$ cat src/rtl/instruction_fetcher.sv
// Fetch stage ahead of the direct-mapped I-cache: PC lookup, miss refill from memory, decode handoff.
// Optional macro IFETCH_BYPASS_EN forwards the refilled word straight to decode on mem_done.
module instruction_fetcher #(
   parameter logic [31:0] RESET_PC = 32'h0
) (
   input  logic        clk_in,
   input  logic        rst_n_in,
   input  logic        rdy_in,
   output logic [31:0] ic_addr,
   output logic        ic_wr,
   output logic [31:0] ic_value,
   input  logic        ic_hit,
   input  logic [31:0] ic_result,
   output logic        mem_req,
   output logic [31:0] mem_addr,
   input  logic        mem_done,
   input  logic [31:0] mem_data,
   input  logic        redirect,
   input  logic [31:0] redirect_pc,
   output logic        inst_valid,
   output logic [31:0] inst,
   output logic [31:0] inst_pc,
   input  logic        inst_ready
);

   // state    | meaning
   // ST_FETCH | look up pc in the cache, hand hits to decode
   // ST_MISS  | memory read outstanding for r_miss_addr
   // ST_FILL  | write refilled word into the cache at r_miss_addr
   typedef enum logic [1:0] {
      ST_FETCH = 2'd0,
      ST_MISS  = 2'd1,
      ST_FILL  = 2'd2
   } state_t;

   state_t      r_state;
   logic [31:0] r_pc;
   logic [31:0] r_miss_addr;
   logic        r_inst_valid;
   logic [31:0] r_inst;
   logic [31:0] r_inst_pc;
   logic        r_mem_req;
   logic [31:0] r_mem_addr;
   logic        r_ic_wr;
   logic [31:0] r_ic_value;
`ifdef IFETCH_BYPASS_EN
   logic        r_stale;
`endif

   logic        w_slot_free;
   logic [31:0] w_redirect_pc;

   assign w_slot_free   = !r_inst_valid || inst_ready;
   assign w_redirect_pc = {redirect_pc[31:2], 2'b00};

   assign ic_addr    = (r_state == ST_FILL) ? r_miss_addr : r_pc;
   assign ic_wr      = r_ic_wr;
   assign ic_value   = r_ic_value;
   assign mem_req    = r_mem_req;
   assign mem_addr   = r_mem_addr;
   assign inst_valid = r_inst_valid;
   assign inst       = r_inst;
   assign inst_pc    = r_inst_pc;

   always_ff @(posedge clk_in or negedge rst_n_in) begin
      if (!rst_n_in) begin
         r_state      <= ST_FETCH;
         r_pc         <= RESET_PC;
         r_miss_addr  <= 32'h0;
         r_inst_valid <= 1'b0;
         r_inst       <= 32'h0;
         r_inst_pc    <= 32'h0;
         r_mem_req    <= 1'b0;
         r_mem_addr   <= 32'h0;
         r_ic_wr      <= 1'b0;
         r_ic_value   <= 32'h0;
`ifdef IFETCH_BYPASS_EN
         r_stale      <= 1'b0;
`endif
      end else if (rdy_in) begin
         if (r_inst_valid && inst_ready)
            r_inst_valid <= 1'b0;

         case (r_state)
            ST_FETCH: begin
               if (!redirect) begin
                  if (ic_hit) begin
                     if (w_slot_free) begin
                        r_inst       <= ic_result;
                        r_inst_pc    <= r_pc;
                        r_inst_valid <= 1'b1;
                        r_pc         <= r_pc + 32'd4;
                     end
                  end else begin
                     r_miss_addr <= r_pc;
                     r_mem_addr  <= r_pc;
                     r_mem_req   <= 1'b1;
                     r_state     <= ST_MISS;
                  end
               end
            end

            ST_MISS: begin
               // The outstanding read cannot be cancelled; a redirect only marks it stale.
               if (mem_done) begin
                  r_mem_req  <= 1'b0;
                  r_ic_value <= mem_data;
                  r_ic_wr    <= 1'b1;
                  r_state    <= ST_FILL;
`ifdef IFETCH_BYPASS_EN
                  if (!r_stale && !redirect && w_slot_free) begin
                     r_inst       <= mem_data;
                     r_inst_pc    <= r_miss_addr;
                     r_inst_valid <= 1'b1;
                     r_pc         <= r_miss_addr + 32'd4;
                  end
`endif
               end
`ifdef IFETCH_BYPASS_EN
               if (redirect)
                  r_stale <= 1'b1;
`endif
            end

            ST_FILL: begin
               r_ic_wr <= 1'b0;
               r_state <= ST_FETCH;
`ifdef IFETCH_BYPASS_EN
               r_stale <= 1'b0;
`endif
            end

            default: begin
               r_ic_wr <= 1'b0;
               r_state <= ST_FETCH;
            end
         endcase

         // Redirect overrides any slot load or pc advance made above in the same cycle.
         if (redirect) begin
            r_pc         <= w_redirect_pc;
            r_inst_valid <= 1'b0;
         end
      end
   end

endmodule

$ cat config.mk
export PLATFORM = sky130hd
export DESIGN_NAME = instruction_fetcher
export DESIGN_NICKNAME = d
export VERILOG_FILES = /design/src/rtl/instruction_fetcher.sv
export SDC_FILE = /design/constraint.sdc
export NUM_CORES = 1
export LEC_CHECK = 0
export CAP_MARGIN = 40
export CORE_UTILIZATION = 40
export DETAILED_ROUTE_END_ITERATION = 10
export PLACE_DENSITY = 0.74
export SLEW_MARGIN = 20
export SYNTH_ARGS = -nofsm -noshare
export SYNTH_HDL_FRONTEND = slang
export SYNTH_SLANG_ARGS = --single-unit
$ cat constraint.sdc
create_clock -name clk_in -period 2.35 [get_ports clk_in]
set_clock_uncertainty 0.1 [all_clocks]
set_input_delay 0.47 -clock clk_in [delete_from_list [all_inputs] [get_ports clk_in]]
set_output_delay 0.47 -clock clk_in [all_outputs]
set_load 0.05 [all_outputs]
==> results_tabular.tex <==
\begin{tabular}{lr}
\hline
Metric & Value \\
\hline
\multicolumn{2}{l}{\textbf{Run status}} \\
\quad Run status & finished with violations \\
\quad Violated checks & negative setup slack \\
\multicolumn{2}{l}{\textbf{Die}} \\
\quad I/O pin cnt & between 200 and 300 \\
\quad Starting utilization of the core area & 0.4135 \\
\quad Horiz. Die Dim & about 140 microns \\
\quad Number of core rows & 48 \\
\quad Placeable Area & 17420 sq um \\
\quad Die span in y & approximately 140 microns \\
\quad Die Outline Area & roughly 19000 sq um \\
\multicolumn{2}{l}{\textbf{Routing}} \\
\quad Vias after detailed routing & 5785 \\
\quad Initial DRT Pass Iterations & 4 \\
\quad Detailed Route WL & about 21 mm \\
\quad Detailed Route Iter0 Violations & 453 \\
\quad Remaining antenna violation count after routing & 0 \\
\quad Avg WL per Cell & 19.02 microns \\
\quad Detailed-route DRC error count & 0 \\
\quad Detail-routed via count per cell & between 5 and 6 \\
\multicolumn{2}{l}{\textbf{Critical path}} \\
\quad CP arrival & about 1.8 ns \\
\quad Worst Path Required & 1.78 ns \\
\quad Startpoint-to-endpoint class of the critical path & register to primary output \\
\quad Highest net fanout along the worst path & 7 \\
\quad Startpoint types & register \\
\quad Critical path endpoint category & primary output \\
\quad FF-to-FF setup slack & 0.11 ns \\
\multicolumn{2}{l}{\textbf{STA}} \\
\quad Worst Hold Margin & 0.4040 ns \\
\quad Number of pins exceeding their max-slew limit in the final report & 0 \\
\quad Final setup violation count & 8 \\
\quad Part of the cycle the worst path needs & 1.007 \\
\quad Tightest slew margin relative to the limit & 0.6291 \\
\quad Unrepaired setup endpoints after global routing & true \\
\quad Maximum clock frequency & 422.7 MHz \\
\quad Minimum clock period & approximately 2.4 ns \\
\quad Pin slew with the least headroom to its limit & between 0.5 and 0.6 ns \\
\quad Setup Total Neg Slack & -0.06288 ns \\
\quad Hold violation total from the final report & 0 \\
\quad Final setup margin & -0.01589 ns \\
\multicolumn{2}{l}{\textbf{Power and ir drop}} \\
\quad Leakage power figure & 0.004630 uW \\
\quad Power consumption & about 18000 uW \\
\quad Power Dens Cells & $\sim$1600 nW/um\^{}2 \\
\quad Highest ir drop seen on vdd & around 0.0012 V \\
\multicolumn{2}{l}{\textbf{Synthesis}} \\
\quad Area share of the largest cell type after synthesis & 0.5525 \\
\quad Top cells by instance count after synthesis & sky130\_fd\_sc\_hd\_\_dfrtp\_1, sky130\_fd\_sc\_hd\_\_mux2\_2, sky130\_fd\_sc\_hd\_\_nor2\_1 \\
\quad Cell accounting for the most synthesized area & sky130\_fd\_sc\_hd\_\_dfrtp\_1 \\
\quad Number of enable flip-flop cells after synthesis & 0 \\
\quad Post-synth ARST share & 1.000 \\
\quad Register bit total from synthesis & 159 \\
\quad Warnings from Yosys & 0 \\
\quad Top FF cell, synth & sky130\_fd\_sc\_hd\_\_dfrtp\_1 \\
\quad Cell with the most instances after synthesis & sky130\_fd\_sc\_hd\_\_dfrtp\_1 \\
\quad Number of instances in the synthesized netlist & 576 \\
\quad Sequential cell area fraction in the yosys report & 0.5525 \\
\quad Most area-consuming cells after synthesis & sky130\_fd\_sc\_hd\_\_dfrtp\_1, sky130\_fd\_sc\_hd\_\_mux2\_2, sky130\_fd\_sc\_hd\_\_o21ai\_0 \\
\quad Post-synthesis cell area & 7202 sq um \\
\quad Average instance area after synthesis & 12.50 sq um \\
\quad Post-synth cell types & between 50 and 60 \\
\multicolumn{2}{l}{\textbf{Cells and area}} \\
\quad Final std cells w/o fill & 1106 \\
\quad Fill count & 1309 \\
\quad Nets & 972 \\
\quad Final non-filler cell area & 11140 sq um \\
\quad Layout cells sized above 1 & 0.3337 \\
\quad Diodes inserted & 0 \\
\quad Area growth from synthesis to final layout & 54.69\% \\
\multicolumn{2}{l}{\textbf{Place}} \\
\quad Half-perimeter wire length after placement & 14.75 mm \\
\quad Final RePlAce weighted congestion & 0.8615 \\
\quad Number of input and output port buffers inserted & 257 \\
\quad Placed cells & 1066 \\
\quad Post-placement cell area & 10240 sq um \\
\multicolumn{2}{l}{\textbf{Global route}} \\
\quad Grt ovf & 0 \\
\quad Pin count of the biggest net entering global routing & 57 \\
\quad Global-route wire length before repair & 32.12 mm \\
\quad Vias in the first global route & 6169 \\
\quad Antenna violations before repair & 0 \\
\quad Global routing usage summed across all routing layers & 0.2283 \\
\multicolumn{2}{l}{\textbf{Clocking}} \\
\quad TritonCTS clock tree & built \\
\quad Buffer cell driving the clock tree root & sky130\_fd\_sc\_hd\_\_clkbuf\_16 \\
\quad Clock transition at the register clock pins on the worst setup and hold paths after CTS & roughly 0.070 ns \\
\quad H-tree depth & 4 \\
\quad Clock latency at the later pin of the worst-skew pair & roughly 0.42 ns \\
\quad TritonCTS Buffers & 17 \\
\quad Clock Path Buffers & 2 \\
\quad TritonCTS Sinks & 159 \\
\multicolumn{2}{l}{\textbf{Run}} \\
\quad Max-cap viol count & 0 \\
\multicolumn{2}{l}{\textbf{Min path}} \\
\quad Worst min-delay path class & register to register \\
\hline
\end{tabular}
cell type report:
class | count | area (sq um) | share of cell area
Timing Repair Buffer | 315 | 3228 | 0.2898
Inverter | 6 | 22.52 | 0.002022
Sequential cell | 159 | 3983 | 0.3575
Tap cell | 225 | 281.5 | 0.02527
Clock inverter | 14 | 130.1 | 0.01168
Multi-Input combinational cell | 369 | 3057 | 0.2744
Clock buffer | 18 | 439.2 | 0.03942
layer usage:
layer  wire length, microns  global-route usage  part of all wire
met1                   8048              0.2635              0.38
met2                  10610              0.3909              0.50
met3                   1666             0.06823             0.079
met4                    715             0.09877             0.034
met5                      0                   0                 0
power breakdown:
group          internal [uW]  switching [uW]  leakage, uW
logic                   3830            6310      0.00247
registers               3970             795      0.00188
clock network           1510            1170     0.000284
state kept, by name, summed over array words and instances, names as in the netlist:
| signal | flops |
|---|---|
| ic_wr | 1 |
| ic_value | 32 |
| r_pc | 30 |
| mem_addr | 30 |
| inst | 32 |
| inst_valid | 1 |
| inst_pc | 30 |
| mem_req | 1 |
| r_state | 2 |
worst paths after layout:
kind | from | end | cells past startpoint
max | r_state[0]$_DFFE_PN0P_ | ic_addr[8] | 5
min | ic_value[13]$_DFFE_PN0P_ | ic_value[13]$_DFFE_PN0P_ | 1
max reg2reg | r_pc[23]$_DFFE_PN0P_ | r_pc[31]$_DFFE_PN0P_ | 5
min reg2reg | ic_value[13]$_DFFE_PN0P_ | ic_value[13]$_DFFE_PN0P_ | 1
max in group asynchronous | rst_n_in | inst_pc[13]$_DFFE_PN0P_ | 3
min in group asynchronous | rst_n_in | mem_addr[7]$_DFFE_PN0P_ | 2
logic make-up (layout without fill, tap and decap cells):
group / Yosys count / in the layout / share of synthesized area
flops: 159 / 159 / 0.5525
buf+inv: 53 / 353 / 0.03579
fa+ha+maj: 1 / 1 / 0.001737
xor+xnor: 2 / 2 / 0.002433
mux: 157 / 157 / 0.2448
other cells: 1 / 6 / 0.0005207
simple gates: 107 / 107 / 0.07801
compound gates: 96 / 96 / 0.08426
critical path: stages, from the launching register on:
cell	delay, ns
sky130_fd_sc_hd__dfrtp_2	0.43
sky130_fd_sc_hd__nor2_4	0.15
sky130_fd_sc_hd__buf_4	0.15
sky130_fd_sc_hd__buf_12	0.13
sky130_fd_sc_hd__mux2_2	0.35
sky130_fd_sc_hd__buf_6	0.16
repair_timing:
item                                   4_1_cts  5_1_grt
pin swaps                                    0        1
setup buffers                                0        4
cloned                                       0        3
gates resized for setup                     29       31
endpoints found under the hold margin       54        0
hold buffers                                 1        0
setup endpoints to repair                   28       33
through the flow:
stage | setup slack (ns) | utilization
floorplan | 0.1076 | -
global placement | -0.1798 | 0.5879
detailed placement | -0.1760 | 0.5879
CTS | -0.05534 | 0.6272
global route | -0.07482 | 0.6397
finish | -0.01589 | 0.6397
cell usage in the layout, fill, tap and decap left out, drive strengths merged, types with 2 or more instances in the layout:
master / netlist / routed
a211oi: 6 / 6
a21oi: 24 / 24
a22oi: 2 / 2
a31oi: 5 / 5
a32oi: 4 / 4
and2: 3 / 3
and3: 6 / 6
and4: 6 / 6
buf: 24 / 87
clkbuf: 23 / 20
clkdlybuf4s50: 0 / 225
clkinv: 0 / 6
conb: 1 / 6
dfrtp: 159 / 159
inv: 6 / 12
mux2: 153 / 153
mux2i: 4 / 4
nand2: 22 / 22
nand3: 15 / 15
nand4: 4 / 4
nor2: 32 / 32
nor3: 6 / 6
nor4: 6 / 6
o21a: 5 / 5
o21ai: 26 / 26
o22a: 4 / 4
o22ai: 6 / 6
o2bb2ai: 3 / 3
o31a: 4 / 4
or4: 2 / 2
xnor2: 2 / 2
(Power assumes the default switching activity.)
